**config.mk**
```make
export PLATFORM = sky130hd
export DESIGN_NAME = dither_line_sched_flat
export DESIGN_NICKNAME = d
export VERILOG_FILES = /design/src/rtl/dither_line_sched_if.sv /design/src/rtl/dither_line_sched.sv /design/src/flat_wrapper.sv
export SDC_FILE = /design/constraint.sdc
export NUM_CORES = 1
export LEC_CHECK = 0
export ABC_AREA = 1
export CAP_MARGIN = 20
export CORE_MARGIN = 2
export CORE_UTILIZATION = 51
export DETAILED_ROUTE_END_ITERATION = 12
export PLACE_DENSITY = 0.86
export SYNTH_ARGS = -nofsm -noshare
export SYNTH_HDL_FRONTEND = slang
export SYNTH_SLANG_ARGS = --single-unit
```
**constraint.sdc**
```tcl
create_clock -name clk_in -period 3.3 [get_ports clk_in]
set_input_delay 0.66 -clock clk_in [delete_from_list [all_inputs] [get_ports clk_in]]
set_output_delay 0.66 -clock clk_in [all_outputs]
set_load 0.05 [all_outputs]
```
**src/rtl/dither_line_sched_if.sv**
```systemverilog
// Pixel-stream and kernel-side signals of the dither line scheduler.
// The slave modport faces the scheduler and the master modport faces the stream source and kernels.
interface dither_line_sched_if;
  logic [10:0] bw_hcount;
  logic [9:0]  bw_vcount;
  logic        bw_pixel_valid;
  logic [2:0]  dither_settings;
  logic [1:0]  line_mux;
  logic        mode_atk;
  logic        mode_fake;
  logic [10:0] a_hcount;
  logic [9:0]  a_vcount;
  logic        a_valid;
  logic        line_done;
  logic        settings_pending;

  modport master (
    output bw_hcount, bw_vcount, bw_pixel_valid, dither_settings,
    input  line_mux, mode_atk, mode_fake, a_hcount, a_vcount, a_valid,
           line_done, settings_pending
  );

  modport slave (
    input  bw_hcount, bw_vcount, bw_pixel_valid, dither_settings,
    output line_mux, mode_atk, mode_fake, a_hcount, a_vcount, a_valid,
           line_done, settings_pending
  );
endinterface

```
**src/rtl/dither_line_sched.sv**
```systemverilog
// Line-buffer sequencer for the dither bank: rotates buffer roles at row ends, primes
// the first rows of a frame and produces the delayed kernel coordinates.
module dither_line_sched #(
  parameter int unsigned FRAME_WIDTH  = 320,
  parameter int unsigned FRAME_HEIGHT = 180,
  parameter int unsigned PRIME_LINES  = 2
) (
  input  logic               clk_in,
  input  logic               rst_in,
  dither_line_sched_if.slave bus
);
  localparam int unsigned PW = (PRIME_LINES < 2) ? 1 : $clog2(PRIME_LINES + 1);

  typedef enum logic [1:0] {IDLE, PRIME, RUN, FROZEN} state_e;

  state_e          state_q, state_d;
  logic [1:0]      line_mux_q, line_mux_d;
  logic            mode_atk_q, mode_atk_d;
  logic            mode_fake_q, mode_fake_d;
  logic [10:0]     a_hcount_q, a_hcount_d;
  logic [9:0]      a_vcount_q, a_vcount_d;
  logic            a_valid_q, a_valid_d;
  logic            line_done_q, line_done_d;
  logic            pending_q, pending_d;
  logic [PW-1:0]   prime_q, prime_d;

  logic            h_in_range, v_in_range, accepted, frame_start;
  logic            last_col, last_row, row_end;
  logic            set_atk, set_fake, set_freeze;
  logic [1:0]      mux_max, mux_next;
  logic [PW-1:0]   prime_inc;

  always_comb begin
    h_in_range  = bus.bw_hcount < 11'(FRAME_WIDTH);
    v_in_range  = bus.bw_vcount < 10'(FRAME_HEIGHT);
    accepted    = bus.bw_pixel_valid && h_in_range && v_in_range;
    frame_start = accepted && (bus.bw_hcount == '0) && (bus.bw_vcount == '0);
    last_col    = bus.bw_hcount == 11'(FRAME_WIDTH - 1);
    last_row    = bus.bw_vcount == 10'(FRAME_HEIGHT - 1);
    // Fake dither advances on the row-end column even when the pixel is not qualified.
    row_end     = last_col && v_in_range && (bus.bw_pixel_valid || mode_fake_q);

    set_fake    = bus.dither_settings[2];
    set_atk     = bus.dither_settings[1] & ~bus.dither_settings[2];
    set_freeze  = bus.dither_settings[0];

    mux_max     = mode_atk_q ? 2'd3 : 2'd2;
    mux_next    = (line_mux_q == mux_max) ? '0 : line_mux_q + 2'd1;
    prime_inc   = prime_q + PW'(1);

    state_d     = state_q;
    line_mux_d  = line_mux_q;
    mode_atk_d  = mode_atk_q;
    mode_fake_d = mode_fake_q;
    prime_d     = prime_q;
    a_hcount_d  = a_hcount_q;
    a_vcount_d  = a_vcount_q;
    a_valid_d   = 1'b0;
    line_done_d = 1'b0;

    if (accepted) begin
      a_hcount_d = (bus.bw_hcount == '0) ? '0 : bus.bw_hcount - 11'd1;
      a_vcount_d = (bus.bw_vcount < 10'(PRIME_LINES)) ? '0 : bus.bw_vcount - 10'(PRIME_LINES);
    end

    // Frame start restarts from any state; a frozen block stays frozen while freeze is set.
    if (frame_start && !(state_q == FROZEN && set_freeze)) begin
      mode_atk_d  = set_atk;
      mode_fake_d = set_fake;
      line_mux_d  = '0;
      prime_d     = '0;
      state_d     = set_freeze ? FROZEN : PRIME;
    end else begin
      unique case (state_q)
        PRIME: begin
          if (row_end) begin
            line_mux_d  = mux_next;
            line_done_d = 1'b1;
            prime_d     = prime_inc;
            if (prime_inc == PW'(PRIME_LINES)) state_d = RUN;
          end
        end
        RUN: begin
          a_valid_d = accepted;
          if (row_end) begin
            line_mux_d  = mux_next;
            line_done_d = 1'b1;
            if (last_row) state_d = IDLE;
          end
        end
        default: ;
      endcase
    end

    pending_d = (state_q != IDLE) &&
                ({set_fake, set_atk} != {mode_fake_q, mode_atk_q});
  end

  always_ff @(posedge clk_in) begin
    if (rst_in) begin
      state_q     <= IDLE;
      line_mux_q  <= '0;
      mode_atk_q  <= 1'b0;
      mode_fake_q <= 1'b0;
      prime_q     <= '0;
      a_hcount_q  <= '0;
      a_vcount_q  <= '0;
      a_valid_q   <= 1'b0;
      line_done_q <= 1'b0;
      pending_q   <= 1'b0;
    end else begin
      state_q     <= state_d;
      line_mux_q  <= line_mux_d;
      mode_atk_q  <= mode_atk_d;
      mode_fake_q <= mode_fake_d;
      prime_q     <= prime_d;
      a_hcount_q  <= a_hcount_d;
      a_vcount_q  <= a_vcount_d;
      a_valid_q   <= a_valid_d;
      line_done_q <= line_done_d;
      pending_q   <= pending_d;
    end
  end

  assign bus.line_mux         = line_mux_q;
  assign bus.mode_atk         = mode_atk_q;
  assign bus.mode_fake        = mode_fake_q;
  assign bus.a_hcount         = a_hcount_q;
  assign bus.a_vcount         = a_vcount_q;
  assign bus.a_valid          = a_valid_q;
  assign bus.line_done        = line_done_q;
  assign bus.settings_pending = pending_q;
endmodule
```
**src/flat_wrapper.sv**
```systemverilog
// flat-port wrapper written by rule: the top's interface ports become plain ports
module dither_line_sched_flat 
#(
  parameter int unsigned FRAME_WIDTH  = 320,
  parameter int unsigned FRAME_HEIGHT = 180,
  parameter int unsigned PRIME_LINES  = 2
)
  (clk_in, rst_in, bus_bw_hcount, bus_bw_vcount, bus_bw_pixel_valid, bus_dither_settings, bus_line_mux, bus_mode_atk, bus_mode_fake, bus_a_hcount, bus_a_vcount, bus_a_valid, bus_line_done, bus_settings_pending);
  dither_line_sched_if bus_i ();
  input  logic clk_in;
  input  logic rst_in;
  input wire logic [$bits(bus_i.bw_hcount)-1:0] bus_bw_hcount;
  input wire logic [$bits(bus_i.bw_vcount)-1:0] bus_bw_vcount;
  input wire logic [$bits(bus_i.bw_pixel_valid)-1:0] bus_bw_pixel_valid;
  input wire logic [$bits(bus_i.dither_settings)-1:0] bus_dither_settings;
  output wire logic [$bits(bus_i.line_mux)-1:0] bus_line_mux;
  output wire logic [$bits(bus_i.mode_atk)-1:0] bus_mode_atk;
  output wire logic [$bits(bus_i.mode_fake)-1:0] bus_mode_fake;
  output wire logic [$bits(bus_i.a_hcount)-1:0] bus_a_hcount;
  output wire logic [$bits(bus_i.a_vcount)-1:0] bus_a_vcount;
  output wire logic [$bits(bus_i.a_valid)-1:0] bus_a_valid;
  output wire logic [$bits(bus_i.line_done)-1:0] bus_line_done;
  output wire logic [$bits(bus_i.settings_pending)-1:0] bus_settings_pending;
  assign bus_i.bw_hcount = bus_bw_hcount;
  assign bus_i.bw_vcount = bus_bw_vcount;
  assign bus_i.bw_pixel_valid = bus_bw_pixel_valid;
  assign bus_i.dither_settings = bus_dither_settings;
  assign bus_line_mux = bus_i.line_mux;
  assign bus_mode_atk = bus_i.mode_atk;
  assign bus_mode_fake = bus_i.mode_fake;
  assign bus_a_hcount = bus_i.a_hcount;
  assign bus_a_vcount = bus_i.a_vcount;
  assign bus_a_valid = bus_i.a_valid;
  assign bus_line_done = bus_i.line_done;
  assign bus_settings_pending = bus_i.settings_pending;
  dither_line_sched #(.FRAME_WIDTH(FRAME_WIDTH), .FRAME_HEIGHT(FRAME_HEIGHT), .PRIME_LINES(PRIME_LINES)) u_core (.clk_in(clk_in), .rst_in(rst_in), .bus(bus_i));
endmodule
```
; Yosys cells after proc, flatten, opt, wreduce, memory -nomap -nowiden
; Cells that the tools add are included.
[word_totals]
reg_bits = 32
latch_bits = 0
ramBits = 0
mem_bits_ro = 0
input_bits = 27
out_inout_bits = 28
wordCells = 67
n_memories = 0
[classes]
n_addsub = 4
n_mul = 0
div_mod_pow = 0
n_lt_le_gt_ge = 3
eq_ne = 12
shift = 0
mux = 12
bitwise_logic = 4
n_reduce_logical = 22
[ops]
columns = cell, count
row1 = 2-to-1 mux 2 bit, 7
row2 = != test 3 x 1 -> 1 bit (second input constant), 4
row3 = equality test 11 x 9 -> 1 bit (second input constant), 1
row4 = logical NOT 11 bit, 1
row5 = < comparator 11 x 9 -> 1 bit (second input constant), 1
row6 = 2-to-1 mux 11 bit, 1
row7 = subtractor 11 x 1 -> 11 bit (second input constant), 1
row8 = equality test 10 x 8 -> 1 bit (second input constant), 1
row9 = logical NOT 10 bit, 1
row10 = < comparator 10 x 2 -> 1 bit (second input constant), 1
row11 = < comparator 10 x 8 -> 1 bit (second input constant), 1
row12 = 2-to-1 mux 10 bit, 1
row13 = subtractor 10 x 2 -> 10 bit (second input constant), 1
row14 = logical AND 1 bit, 9
row15 = equality test 2 bit (second input constant), 3
row16 = OR reduction 3 bit, 2
row17 = AND reduction 5 bit, 1
row18 = adder 2 x 1 -> 2 bit (second input constant), 2
row19 = one-hot mux 2 bit (2 select lines), 1
row20 = AND reduction 2 bit, 2
row21 = OR reduction 2 bit, 2
row22 = inverter 1 bit, 3
row23 = nonzero test 3 bit, 1
row24 = equality test 2 x 1 -> 1 bit (second input constant), 1
row25 = other kinds (7), 8

; Depth between registers and ports, before layout
; Gate-level depths: netlist of the first run.
[depth]
depth_word = 8
depth_mapped = 11
depth_no_buf = 11

; Worst setup path after synthesis of the first run
; No wires, ideal clock.
[synth_timing]
path_type = in2reg
start = input port bus_bw_hcount[0]
end = register u_core.line_mux_q[1] (netlist: u_core.bus.line_mux[1])
setup_time_ns = 0.118
t_arrival_ns = 1.676
required_time_ns = 3.182
slack_ns = 1.506
stages = 11
path_buffers = 0
path_cell_list = inv_1 > ha_1 > nand3_1 > nor2_2 > nand3_1 > nor2_4 > nand2_4 > nand2_4 > inv_2 > nand2_1 > nor2_1
[synth_between]
elab_chain_cells = 7
word_cells_on_any_way = 12
cone_classes = order compare: 1 / eq/ne: 1 / reduce/logical: 10
[synth_rtl]
columns = item, line
row1 = start: declaration, flat_wrapper.sv:12  ; input wire logic [$bits(bus_i.bw_hcount)-1:0] bus_bw_hcount;
row2 = < comparator 11 x 9 -> 1 bit, dither_line_sched.sv:34  ; h_in_range = bus.bw_hcount < 11'(FRAME_WIDTH);
row3 = logical AND 1 bit (2 in series), dither_line_sched.sv:36  ; accepted = bus.bw_pixel_valid && h_in_range && v_in_range;
row4 = logical AND 1 bit (2 in series), dither_line_sched.sv:37  ; frame_start = accepted && (bus.bw_hcount == '0) && (bus.bw_vcount == '0);
row5 = logical AND 1 bit, dither_line_sched.sv:67  ; if (frame_start && !(state_q == FROZEN && set_freeze)) begin
row6 = OR reduction 2 bit (no source line), -
row7 = end signal: assignment, dither_line_sched.sv:113  ; line_mux_q <= line_mux_d;
row8 = end: declaration, dither_line_sched.sv:17  ; logic [1:0] line_mux_q, line_mux_d;
; Several ways; a longest one is shown, not always the timed one.
; A chain may end at the register's enable or synchronous reset.

; Worst setup path after layout of the first run
[layout_timing]
start = input port bus_bw_hcount[6]
end = register u_core.a_hcount_q[5] (netlist: u_core.bus.a_hcount[5])
[layout_between]
elab_chain_cells = 3
word_cells_on_any_way = 5
cone_classes = order compare: 1 / mux: 1 / reduce/logical: 3
[layout_rtl]
columns = item, line
row1 = < comparator 11 x 9 -> 1 bit, dither_line_sched.sv:34
row2 = logical AND 1 bit (2 in series), dither_line_sched.sv:36
row3 = end signal: assignment, dither_line_sched.sv:117  ; a_hcount_q <= a_hcount_d;
row4 = end: declaration, dither_line_sched.sv:20  ; logic [10:0] a_hcount_q, a_hcount_d;
; Several ways; a longest one is shown, not always the timed one.

==> results of run 1 <==
[stage by stage]
stage / util / hold WS (ns) / area (um^2)
finish: 0.7267 / 0.4623 / 2482
global route: 0.7267 / 0.4820 / 2482
CTS: 0.7267 / 0.4712 / 2482
detailed placement: 0.7095 / 0.4571 / 2424
global placement: 0.7095 / 0.4360 / 2424
floorplan: - / 0.4406 / 1847
[area by class of cell]
type | instances | area share
Timing Repair Buffer | 55 | 0.2208
Sequential cell | 32 | 0.2581
Multi-Input combinational cell | 195 | 0.4214
Tap cell | 46 | 0.02319
Clock buffer | 8 | 0.02369
Inverter | 35 | 0.05292
[metal layers]
metal / vias up / routed length (um)
met2: 60 / 1953
met3: 7 / 320
met4: 0 / 72
li1: 952 / -
met1: 805 / 1943
met5: - / 0
[state kept, by name, indices dropped and copies added, names as in the netlist]
| signal | count |
|---|---|
| u_core.bus.a_hcount | 11 |
| u_core.bus.a_valid | 1 |
| u_core.bus.a_vcount | 10 |
| u_core.bus.line_done | 1 |
| u_core.bus.line_mux | 2 |
| u_core.bus.mode_atk | 1 |
| u_core.bus.mode_fake | 1 |
| u_core.bus.settings_pending | 1 |
| u_core.prime_q | 2 |
| u_core.state_q | 2 |
[cell families (layout without fill, tap and decap cells)]
| kind of cell | Yosys count | after routing | share of synthesized area |
|---|---|---|---|
| and+or+nand+nor | 145 | 145 | 0.3686 |
| xor gates and xnor gates | 10 | 10 | 0.04743 |
| buffers and inverters | 41 | 98 | 0.08672 |
| AOI/OAI and AO/OA | 31 | 31 | 0.08944 |
| adders and majority gates | 9 | 9 | 0.06098 |
| DFF | 32 | 32 | 0.3469 |
[critical path, cell delays in order]
cell and delay (ns):
clkdlybuf4s50_1 0.47, nor2_1 0.16, nor2_1 0.07, nor2_2 0.14, nand3_4 0.29, a21oi_2 0.49
nand3_1 0.14, a21oi_1 0.16
[final timing paths]
kind / depth (start not counted) / endpoint / slack [ns]
max reg2reg: 9 / u_core.bus.line_mux[0] / 1.88
max: 8 / u_core.bus.a_hcount[5] / 1.01
min reg2reg: 2 / u_core.bus.a_vcount[8] / 0.46
min: 2 / u_core.bus.a_vcount[8] / 0.46
[layout by cell type, fill, tap and decap left out]
master / Yosys / final
a21oi_1: 24 / 24
a21oi_2: 1 / 1
a31oi_1: 1 / 1
buf_4: 1 / 1
clkbuf_1: 2 / 2
clkbuf_4: 0 / 5
clkbuf_8: 0 / 1
clkdlybuf4s50_1: 0 / 54
dfxtp_1: 32 / 32
ha_1: 9 / 9
inv_1: 29 / 29
inv_2: 6 / 6
nand2_1: 74 / 74
nand2_2: 2 / 2
nand2_4: 2 / 2
nand3_1: 18 / 18
nand3_4: 1 / 1
nand4_1: 4 / 4
nor2_1: 26 / 26
nor2_2: 5 / 5
nor2_4: 3 / 3
nor3_1: 5 / 5
nor3_2: 1 / 1
nor3b_4: 1 / 1
nor4_1: 1 / 1
o21ai_0: 2 / 2
o21ai_1: 1 / 1
o21bai_1: 1 / 1
o31ai_1: 1 / 1
or2_0: 1 / 1
or2_2: 1 / 1
xnor2_1: 2 / 2
xor2_1: 8 / 8
[power by group through the flow]
stage / registers (W) / clock network [W] / logic, W
after global placement: 0.000398 / 0 / 0.000108
after CTS: 0.000389 / 0.000242 / 0.000110
after floorplan: 0.000404 / 0 / 0.0000495
after global routing: 0.000389 / 0.000266 / 0.000120
final: 0.000389 / 0.000242 / 0.000110
after detailed placement: 0.000398 / 0 / 0.000109
==> impl_table.tex, run 1 <==
\begin{tabular}{lr}
\hline
Metric & Value \\
\hline
\multicolumn{2}{l}{\textbf{Outcome}} \\
Status & finished clean \\
\multicolumn{2}{l}{\textbf{Global routing}} \\
GRT met3 Usage & 0.06866 \\
GR Util met2 & 0.3724 \\
Met1 track demand over resource in global routing & 0.2707 \\
Number of antenna violations at the first check in global routing & 0 \\
Global routing's busiest layer & met2 \\
Aggregate global-route resource usage & 0.2237 \\
Maximum number of pins on one net before global-route repair & 26 \\
Wire length of the first global-routing pass & between 7000 and 8000 um \\
Vias in the first global route & 1,687 \\
Gr ovfl total & 0 \\
\multicolumn{2}{l}{\textbf{CTS}} \\
Setup repair bufs after CTS & 0 \\
Number of sinks handled by clock tree synthesis & 32 \\
Maximum clock path buffer count & 2 \\
Number of clock buffers inserted by TritonCTS & 5 \\
Deepest level of the CTS H-tree & 2 \\
Clock insertion delay at the later pin of the skew report & roughly 0.34 ns \\
CTS tree & yes \\
Number of resized instances in the post-cts repair step & 0 \\
Hold buffers post-CTS & 0 \\
Clock-pin slew on the worst setup and hold paths & between 0.1 and 0.15 ns \\
Clock Root Buffer & clkbuf\_4 \\
\multicolumn{2}{l}{\textbf{Timing}} \\
Normalized max-slew margin & 0.6628 \\
Setup violations, final & 0 \\
Final Hold Fails & 0 \\
Period Utilization, post-route & 0.6926 \\
Setup TNS after final layout & 0 ns \\
Number of pins with negative max-slew slack in the final report & 0 \\
Setup repair after global routing missed its margin & no \\
Post-route minimum period & $\sim$2.3 ns \\
Layout Skew & approximately 0.0068 ns \\
Slew @ Worst Pin & between 0.5 and 0.6 ns \\
Highest attainable clock frequency & 0.4375 GHz \\
Min setup slack post-route & 1.014 ns \\
\multicolumn{2}{l}{\textbf{Synth}} \\
Most common cell in the netlist & nand2\_1 \\
Post-synth top area share & 0.3469 \\
Synth cell count leaders & 74 x nand2\_1, 32 x dfxtp\_1, 29 x inv\_1, 26 x nor2\_1, 24 x a21oi\_1 \\
Sequential share of the synthesized area & 0.3469 \\
Synthesized area per cell & 6.891 um\^{}2 \\
Leading post-synthesis cells by cell area & dfxtp\_1 35\%, nand2\_1 15\%, a21oi\_1 6.5\% \\
Number of synthesized flops with an enable pin & 0 \\
Synth Net Count & 304 \\
Number of synthesized register bits & 32 \\
Yosys warns & 0 \\
Cell taking the most area after synthesis & dfxtp\_1 \\
Post-synthesis instance area & between 1500 and 2000 um\^{}2 \\
Syn Inst Count & 268 \\
Async S/R FF share, synth & 0 \\
Top FF cell, synth & dfxtp\_1 \\
Count of unique library cells instantiated by Yosys & 32 \\
\multicolumn{2}{l}{\textbf{Pwr}} \\
Leakage & $\sim$1 nW \\
Max VDD drop & 0.0002254 V \\
Power Internal & 0.0005425 W \\
Fraction of power spent switching nets & 0.2681 \\
Comb power frac & 0.149 \\
Power share of the sequential group & 0.524 \\
Switch Pwr & 0.0001987 W \\
Clock share of power & 0.327 \\
Tot Pwr & $\sim$0.00074 W \\
Pwr/cell area & between 200 and 300 nW/um\^{}2 \\
\multicolumn{2}{l}{\textbf{Placed design}} \\
Routability Congestion & 0.8637 \\
Estimated wirelength of the detail-placed design & around 3200 um \\
IO Port Bufs & 54 \\
Worst slack, placed & 0.6717 ns \\
Cell count after placement & roughly 360 \\
\multicolumn{2}{l}{\textbf{Layout}} \\
Synthesis-to-layout area growth & 34.42\% \\
Layout Nets & between 300 and 400 \\
Sequential cell area & $\sim$640 um\^{}2 \\
Final Non-Filler Cells & around 370 \\
Multi-input gate area in the final layout & $\sim$1000 um\^{}2 \\
Fill cells & between 200 and 300 \\
Share of layout cells above drive strength 1 & 0.09231 \\
Total inserted antenna cells & 0 \\
\multicolumn{2}{l}{\textbf{Drt}} \\
Average wire per standard cell & about 12 um \\
Post-route DRC & 0 \\
Number of iterations in the first detailed-routing pass & 4 \\
Number of design-rule violations left by the first detailed-router iteration & roughly 110 \\
Routed wire length & 4290 um \\
Post-route antenna net violation count & 0 \\
Number of vias in the routed layout & about 1,800 \\
Routed via count divided by cell count & just under 5 \\
\multicolumn{2}{l}{\textbf{Critical path}} \\
Startpoint of the most critical setup path & bus\_bw\_hcount[6] \\
Reg2Reg Launch Point & u\_core.state\_q[0] \\
Worst EP arrival & 2.58 ns \\
Type of element launching the critical path & input port \\
CP Capture Type & register \\
Data required time of the worst path & 3.59 ns \\
Maximum fanout count along the critical path & 25 \\
Worst setup path class & input port to register \\
\multicolumn{2}{l}{\textbf{Floorplan}} \\
Core region area & 3416 um\^{}2 \\
Row Count & 21 \\
Top-level port count & 55 \\
Initial Utilization & 0.5407 \\
Horizontal extent of the die & 64.18 um \\
Die Y & 64.18 um \\
Full die area & between 4000 and 5000 um\^{}2 \\
\multicolumn{2}{l}{\textbf{Hold path}} \\
Hold Path Class & register to register \\
Launch point of the worst hold path & u\_core.bus.a\_vcount[8] \\
\multicolumn{2}{l}{\textbf{Flow run}} \\
Number of violations of the max-capacitance limit & 0 \\
\hline
\end{tabular}
Power figures use the tool's default switching activity.
==> run 2, diff against run 1 <==
--- a/config.mk
+++ b/config.mk
@@ -8,9 +8,9 @@
 export ABC_AREA = 1
 export CAP_MARGIN = 20
 export CORE_MARGIN = 2
-export CORE_UTILIZATION = 51
+export CORE_UTILIZATION = 47
 export DETAILED_ROUTE_END_ITERATION = 12
-export PLACE_DENSITY = 0.86
+export PLACE_DENSITY = 0.8
 export SYNTH_ARGS = -nofsm -noshare
 export SYNTH_HDL_FRONTEND = slang
 export SYNTH_SLANG_ARGS = --single-unit
==> constraint.sdc (replaced) <==
create_clock -name clk_in -period 2.2 [get_ports clk_in]
set_input_delay 0.44 -clock clk_in [delete_from_list [all_inputs] [get_ports clk_in]]
set_output_delay 0.44 -clock clk_in [all_outputs]
set_load 0.05 [all_outputs]
==> run 2 against run 1 <==
Cell count rose by 2.4%; critical endpoint is now bus_mode_atk; first-iteration DRC count up 37%; clock skew down 0.0056 ns; core utilization shrank 3.1 points; count of clock-buffer cells in the layout shrank 2; critical path type is now register to primary output.
==> impl_table.tex, run 2 (synthesized netlist as in run 1, its figures left out) <==
\begin{tabular}{lr}
\hline
Metric & Value \\
\hline
\multicolumn{2}{l}{\textbf{Global routing}} \\
Aggregate global-route resource usage & 0.2128 \\
Wire length of the first global-routing pass & between 7000 and 8000 um \\
Vias in the first global route & 1,667 \\
Maximum number of pins on one net before global-route repair & 15 \\
Number of antenna violations at the first check in global routing & 0 \\
Gr ovfl total & 0 \\
\multicolumn{2}{l}{\textbf{Critical path}} \\
Max stage delay on crit path & approximately 0.83 ns \\
Maximum fanout count along the critical path & 5 \\
Crit path max-delay family & buffers and inverters \\
Worst EP arrival & $\sim$1.5 ns \\
Buffers \& Inverters on Critical Path & 1 \\
Worst setup path class & register to primary output \\
Worst r2r path cells & 9 \\
CP Cell Sequence & clkdlybuf4s50\_1 \\
CP Capture Type & primary output \\
R2R Path End & u\_core.bus.line\_mux[1] \\
Reg2Reg Launch Point & u\_core.state\_q[1] \\
Type of element launching the critical path & register \\
R2R setup slack & 0.79 ns \\
Data required time of the worst path & between 1.5 and 2 ns \\
CP max-delay cell & clkdlybuf4s50\_1 \\
\multicolumn{2}{l}{\textbf{Timing}} \\
Highest attainable clock frequency & between 0.5 and 0.6 GHz \\
Normalized max-slew margin & 0.6375 \\
Setup TNS after final layout & 0 ns \\
Period Utilization, post-route & 0.8856 \\
Min setup slack post-route & 0.2517 ns \\
Slew @ Worst Pin & between 0.5 and 0.6 ns \\
Setup repair after global routing missed its margin & no \\
Final Hold Fails & 0 \\
Setup violations, final & 0 \\
Layout Skew & between 0.001 and 0.0015 ns \\
Post-route minimum period & 1.948 ns \\
Number of pins with negative max-slew slack in the final report & 0 \\
\multicolumn{2}{l}{\textbf{Floorplan}} \\
Horizontal extent of the die & 66.69 um \\
Top-level port count & between 50 and 60 \\
Row Count & 22 \\
Full die area & roughly 4400 um\^{}2 \\
Die Y & about 67 um \\
Core region area & approximately 3700 um\^{}2 \\
Initial Utilization & 0.4970 \\
\multicolumn{2}{l}{\textbf{Hold path}} \\
Endpoint of the worst hold path & u\_core.bus.a\_vcount[8] \\
Hold Path Class & register to register \\
Hold Path Cell Cnt & 2 \\
Launch point of the worst hold path & u\_core.bus.a\_vcount[8] \\
\multicolumn{2}{l}{\textbf{Drt}} \\
Average wire per standard cell & 11.39 um \\
Number of vias in the routed layout & $\sim$1,800 \\
Post-route DRC & 0 \\
Routed via count divided by cell count & 4.837 \\
Routed wire length & about 4300 um \\
Post-route antenna net violation count & 0 \\
Number of iterations in the first detailed-routing pass & 4 \\
Number of design-rule violations left by the first detailed-router iteration & 149 \\
\multicolumn{2}{l}{\textbf{CTS}} \\
CTS tree & yes \\
Setup repair bufs after CTS & 0 \\
Hold buffers post-CTS & 0 \\
Number of clock buffers inserted by TritonCTS & 5 \\
Clock-pin slew on the worst setup and hold paths & roughly 0.070 ns \\
Clock Root Buffer & clkbuf\_8 \\
Clock insertion delay at the later pin of the skew report & 0.28 ns \\
Deepest level of the CTS H-tree & 2 \\
Number of sinks handled by clock tree synthesis & 32 \\
Maximum clock path buffer count & 2 \\
Number of resized instances in the post-cts repair step & 0 \\
\multicolumn{2}{l}{\textbf{Placed design}} \\
Routability Congestion & about 0.87 \\
IO Port Bufs & between 50 and 60 \\
Worst slack, placed & 0.04908 ns \\
Estimated wirelength of the detail-placed design & roughly 3300 um \\
Placed Instance Area & $\sim$2500 um\^{}2 \\
\multicolumn{2}{l}{\textbf{Layout}} \\
Total inserted antenna cells & 0 \\
Number of flip-flops in the largest register & 11 \\
Synthesis-to-layout area growth & 40.04\% \\
Share of layout cells above drive strength 1 & 0.1145 \\
Post-route cell area & between 2000 and 3000 um\^{}2 \\
Most common cell after layout, fill and taps aside & nand2\_1 \\
Util after Layout & 0.6960 \\
Commonest cells after routing, fill and taps aside & 74 x nand2\_1, 54 x clkdlybuf4s50\_1, 32 x dfxtp\_1, 29 x inv\_1, 26 x nor2\_1 \\
Layout Nets & about 370 \\
\multicolumn{2}{l}{\textbf{Pwr}} \\
Pwr/cell area & 507.0 nW/um\^{}2 \\
Leakage & $\sim$1.1 nW \\
Max VDD drop & between 0.0003 and 0.0004 V \\
Tot Pwr & 0.001311 W \\
\multicolumn{2}{l}{\textbf{Flow run}} \\
Number of violations of the max-capacitance limit & 0 \\
\multicolumn{2}{l}{\textbf{Outcome}} \\
Status & finished clean \\
\hline
\end{tabular}
==> run 2: cell types whose count changed in the layout (fill, tap and decap cells not counted), sizes merged <==
cell,delta
clkbuf,-2
buf,+7
clkinv,+1
bufinv,+1
==> run 2: power by group <==
group,switching [W],total (W),internal [W]
clock network,0.000220,0.000556,0.000336
logic,0.0000917,0.000172,0.0000805
registers,0.00000136,0.000583,0.000582
==> run 2: metrics by stage <==
stage,instances,hold WS (ns)
floorplan,268,0.4406
global placement,372,0.4287
detailed placement,372,0.4329
CTS,380,0.4445
global route,380,0.4881
finish,380,0.4451
==> run 2: per-layer routing <==
metal	share of wire	global-route usage	vias to the layer above	wire length, um
li1	-	-	969	-
met1	0.43	0.2440	811	1866
met2	0.49	0.3788	50	2135
met3	0.057	0.05068	8	248
met4	0.018	0.08163	0	79
met5	0	0	-	0
==> run 2: final cells by class <==
cell class	instances	area [um^2]
Fill cell	324	1130
Clock buffer	6	72.57
Clock inverter	2	35.03
Inverter	35	131.4
Sequential cell	32	640.6
Tap cell	48	60.06
Multi-Input combinational cell	195	1046
Timing Repair Buffer	62	600.6
==> run 2: worst max path at each step <==
stage	cells past startpoint	to	start	slack (ns)
final	1	bus_mode_atk	u_core.bus.mode_atk	0.25
after floorplan	11	u_core.bus.line_mux[1]	bus_bw_hcount[0]	0.63
after detailed placement	12	u_core.bus.line_mux[1]	bus_bw_hcount[1]	0.05
after CTS	1	bus_mode_atk	u_core.bus.mode_atk	0.24
after global placement	12	u_core.bus.line_mux[1]	bus_bw_hcount[1]	0.11
after global routing	1	bus_mode_atk	u_core.bus.mode_atk	0.19
==> run 2: worst min-delay path, cell delays in order (launching register included) <==
cell and delay [ns]:
dfxtp_1 0.31, nand2_1 0.06, nor2_1 0.03
==> run 3, diff against run 2 <==
--- a/config.mk
+++ b/config.mk
@@ -6,8 +6,8 @@
 export NUM_CORES = 1
 export LEC_CHECK = 0
 export ABC_AREA = 1
+export ABC_CLOCK_PERIOD_IN_PS = 2200
 export CAP_MARGIN = 20
-export CORE_MARGIN = 2
 export CORE_UTILIZATION = 47
 export DETAILED_ROUTE_END_ITERATION = 12
 export PLACE_DENSITY = 0.8
==> constraint.sdc (replaced) <==
create_clock -name clk_in -period 2.2 [get_ports clk_in]
set_input_delay 0.66 -clock clk_in [delete_from_list [all_inputs] [get_ports clk_in]]
set_output_delay 0.66 -clock clk_in [all_outputs]
set_load 0.05 [all_outputs]
==> run 3 against run 2 <==
Cell area increased by 6.0%; setup slack got worse by 0.15 ns; wire length increased by 1.9%; via count increased by 4.4%; largest power group is now clock; flip-flop and latch count unchanged; highest routed layer unchanged; core utilization increased by 4.2 points; cell count increased by 4.7%; clock power increased by 11%; total power increased by 6.3%; first-iteration DRC count decreased by 54%; maximum frequency decreased by 7.1%.
==> impl_table.tex, run 3 (synthesized netlist as in run 1, its figures left out) <==
\begin{tabular}{lr}
\hline
Metric & Value \\
\hline
\multicolumn{2}{l}{\textbf{Outcome}} \\
Status & finished clean \\
\multicolumn{2}{l}{\textbf{Floorplan}} \\
Initial Utilization & 0.4970 \\
Core region area & around 3700 um\^{}2 \\
Top-level port count & 55 \\
Die Y & 64.69 um \\
Full die area & 4184 um\^{}2 \\
Horizontal extent of the die & approximately 65 um \\
Row Count & 22 \\
\multicolumn{2}{l}{\textbf{Layout}} \\
Layout Nets & between 300 and 400 \\
Number of flip-flops in the largest register & 11 \\
Util after Layout & 0.7380 \\
Post-route cell area & 2743 um\^{}2 \\
Commonest cells after routing, fill and taps aside & 74 x nand2\_1, 50 x clkdlybuf4s50\_1, 32 x dfxtp\_1, 29 x inv\_1, 29 x buf\_4 \\
Total inserted antenna cells & 0 \\
Synthesis-to-layout area growth & 48.51\% \\
Share of layout cells above drive strength 1 & 0.1743 \\
Most common cell after layout, fill and taps aside & nand2\_1 \\
\multicolumn{2}{l}{\textbf{Drt}} \\
Post-route DRC & 0 \\
Number of iterations in the first detailed-routing pass & 4 \\
Number of design-rule violations left by the first detailed-router iteration & between 60 and 70 \\
Post-route antenna net violation count & 0 \\
Routed via count divided by cell count & about 4.8 \\
Average wire per standard cell & 11.09 um \\
Number of vias in the routed layout & around 1,900 \\
Routed wire length & 4413 um \\
\multicolumn{2}{l}{\textbf{Critical path}} \\
Worst setup path class & register to primary output \\
CP max-delay cell & clkdlybuf4s50\_1 \\
Max stage delay on crit path & around 0.82 ns \\
Data required time of the worst path & about 1.5 ns \\
Buffers \& Inverters on Critical Path & 1 \\
Type of element launching the critical path & register \\
Crit path max-delay family & buffers and inverters \\
Maximum fanout count along the critical path & 2 \\
Worst EP arrival & 1.44 ns \\
CP Capture Type & primary output \\
CP Cell Sequence & clkdlybuf4s50\_1 \\
\multicolumn{2}{l}{\textbf{Placed design}} \\
IO Port Bufs & between 50 and 60 \\
Estimated wirelength of the detail-placed design & approximately 3400 um \\
Routability Congestion & around 0.9 \\
Placed Instance Area & roughly 2600 um\^{}2 \\
\multicolumn{2}{l}{\textbf{Global routing}} \\
Gr ovfl total & 0 \\
Aggregate global-route resource usage & 0.2312 \\
Wire length of the first global-routing pass & approximately 7400 um \\
Vias in the first global route & around 1,800 \\
Maximum number of pins on one net before global-route repair & 18 \\
Number of antenna violations at the first check in global routing & 0 \\
\multicolumn{2}{l}{\textbf{Timing}} \\
Normalized max-slew margin & 0.6582 \\
Highest attainable clock frequency & approximately 0.48 GHz \\
Number of pins with negative max-slew slack in the final report & 0 \\
Period Utilization, post-route & 0.9530 \\
Post-route minimum period & 2.097 ns \\
Tightest hold margin & 0.4394 ns \\
Setup TNS after final layout & 0 ns \\
Setup violations, final & 0 \\
Slew @ Worst Pin & just over 0.5 ns \\
Setup repair after global routing missed its margin & no \\
Final Hold Fails & 0 \\
Layout Skew & 0.001419 ns \\
\multicolumn{2}{l}{\textbf{CTS}} \\
Clock-pin slew on the worst setup and hold paths & 0.07 ns \\
Maximum clock path buffer count & 2 \\
Clock insertion delay at the later pin of the skew report & 0.28 ns \\
Setup repair bufs after CTS & 0 \\
Number of sinks handled by clock tree synthesis & 32 \\
Number of clock buffers inserted by TritonCTS & 5 \\
Hold buffers post-CTS & 0 \\
Clock Root Buffer & clkbuf\_8 \\
Number of resized instances in the post-cts repair step & 0 \\
CTS tree & yes \\
Deepest level of the CTS H-tree & 2 \\
\multicolumn{2}{l}{\textbf{Pwr}} \\
Max VDD drop & about 0.00042 V \\
Pwr/cell area & $\sim$500 nW/um\^{}2 \\
Leakage & approximately 1.2 nW \\
\multicolumn{2}{l}{\textbf{Hold path}} \\
Hold Path Class & register to register \\
\multicolumn{2}{l}{\textbf{Flow run}} \\
Number of violations of the max-capacitance limit & 0 \\
\hline
\end{tabular}
[run 3: cell types whose count changed in the layout (fill, tap and decap cells not counted)]
cell	before	now
clkbuf_8	5	7
clkdlybuf4s50_1	54	50
clkinv_2	1	0
buf_4	8	29
buf_12	0	1
clkbuf_1	1	0
[run 3: layout make-up]
type	count	area, um^2
flip-flops and latches	32	640.6
inverters	35	131.4
repair buffers	80	738.2
fillers	298	973.4
clock buffers	7	96.34
well taps	48	60.06
multi-input cells	195	1046
clock inverters	1	30.03
[run 3: tightest hold or removal path: cells and delay by family, from the launching register on]
family        cells  cell delay, ns
flops             1            0.31
simple gates      2            0.09
[run 3: where the power goes]
part | leakage, nW | switching (W) | total (W) | internal [W]
logic | 0.850 | 0.0000961 | 0.000194 | 0.0000978
registers | 0.258 | 0.00000134 | 0.000583 | 0.000582
clock network | 0.0645 | 0.000218 | 0.000617 | 0.000399
[run 3: worst paths after layout]
kind | from | to | slack, ns | cells past startpoint
worst max-delay path | u_core.bus.a_vcount[6] | bus_a_vcount[6] | 0.10 | 1
worst min-delay path | u_core.bus.a_vcount[8] | u_core.bus.a_vcount[8] | 0.44 | 2
worst max register to register | u_core.state_q[1] | u_core.bus.line_mux[0] | 0.81 | 9
worst min register to register | u_core.bus.a_vcount[8] | u_core.bus.a_vcount[8] | 0.44 | 2
[run 3: metrics by stage]
step / power (W) / worst slack [ns] / std cells
5_1_grt: 0.001449 / 0.05969 / 398
2_1_floorplan: 0.0006800 / 0.4061 / 268
4_1_cts: 0.001402 / 0.09121 / 398
3_5_place_dp: 0.0007881 / -0.08735 / 390
6_report: 0.001394 / 0.1034 / 398
3_3_place_gp: 0.0007868 / -0.06428 / 390
[run 3: metal layers]
layer / vias to the layer above / global-route usage / share of wire
met5: - / 0 / 0
met4: 0 / 0.1222 / 0.024
met3: 10 / 0.05458 / 0.042
met2: 48 / 0.3974 / 0.48
met1: 854 / 0.2635 / 0.45
li1: 1006 / - / -
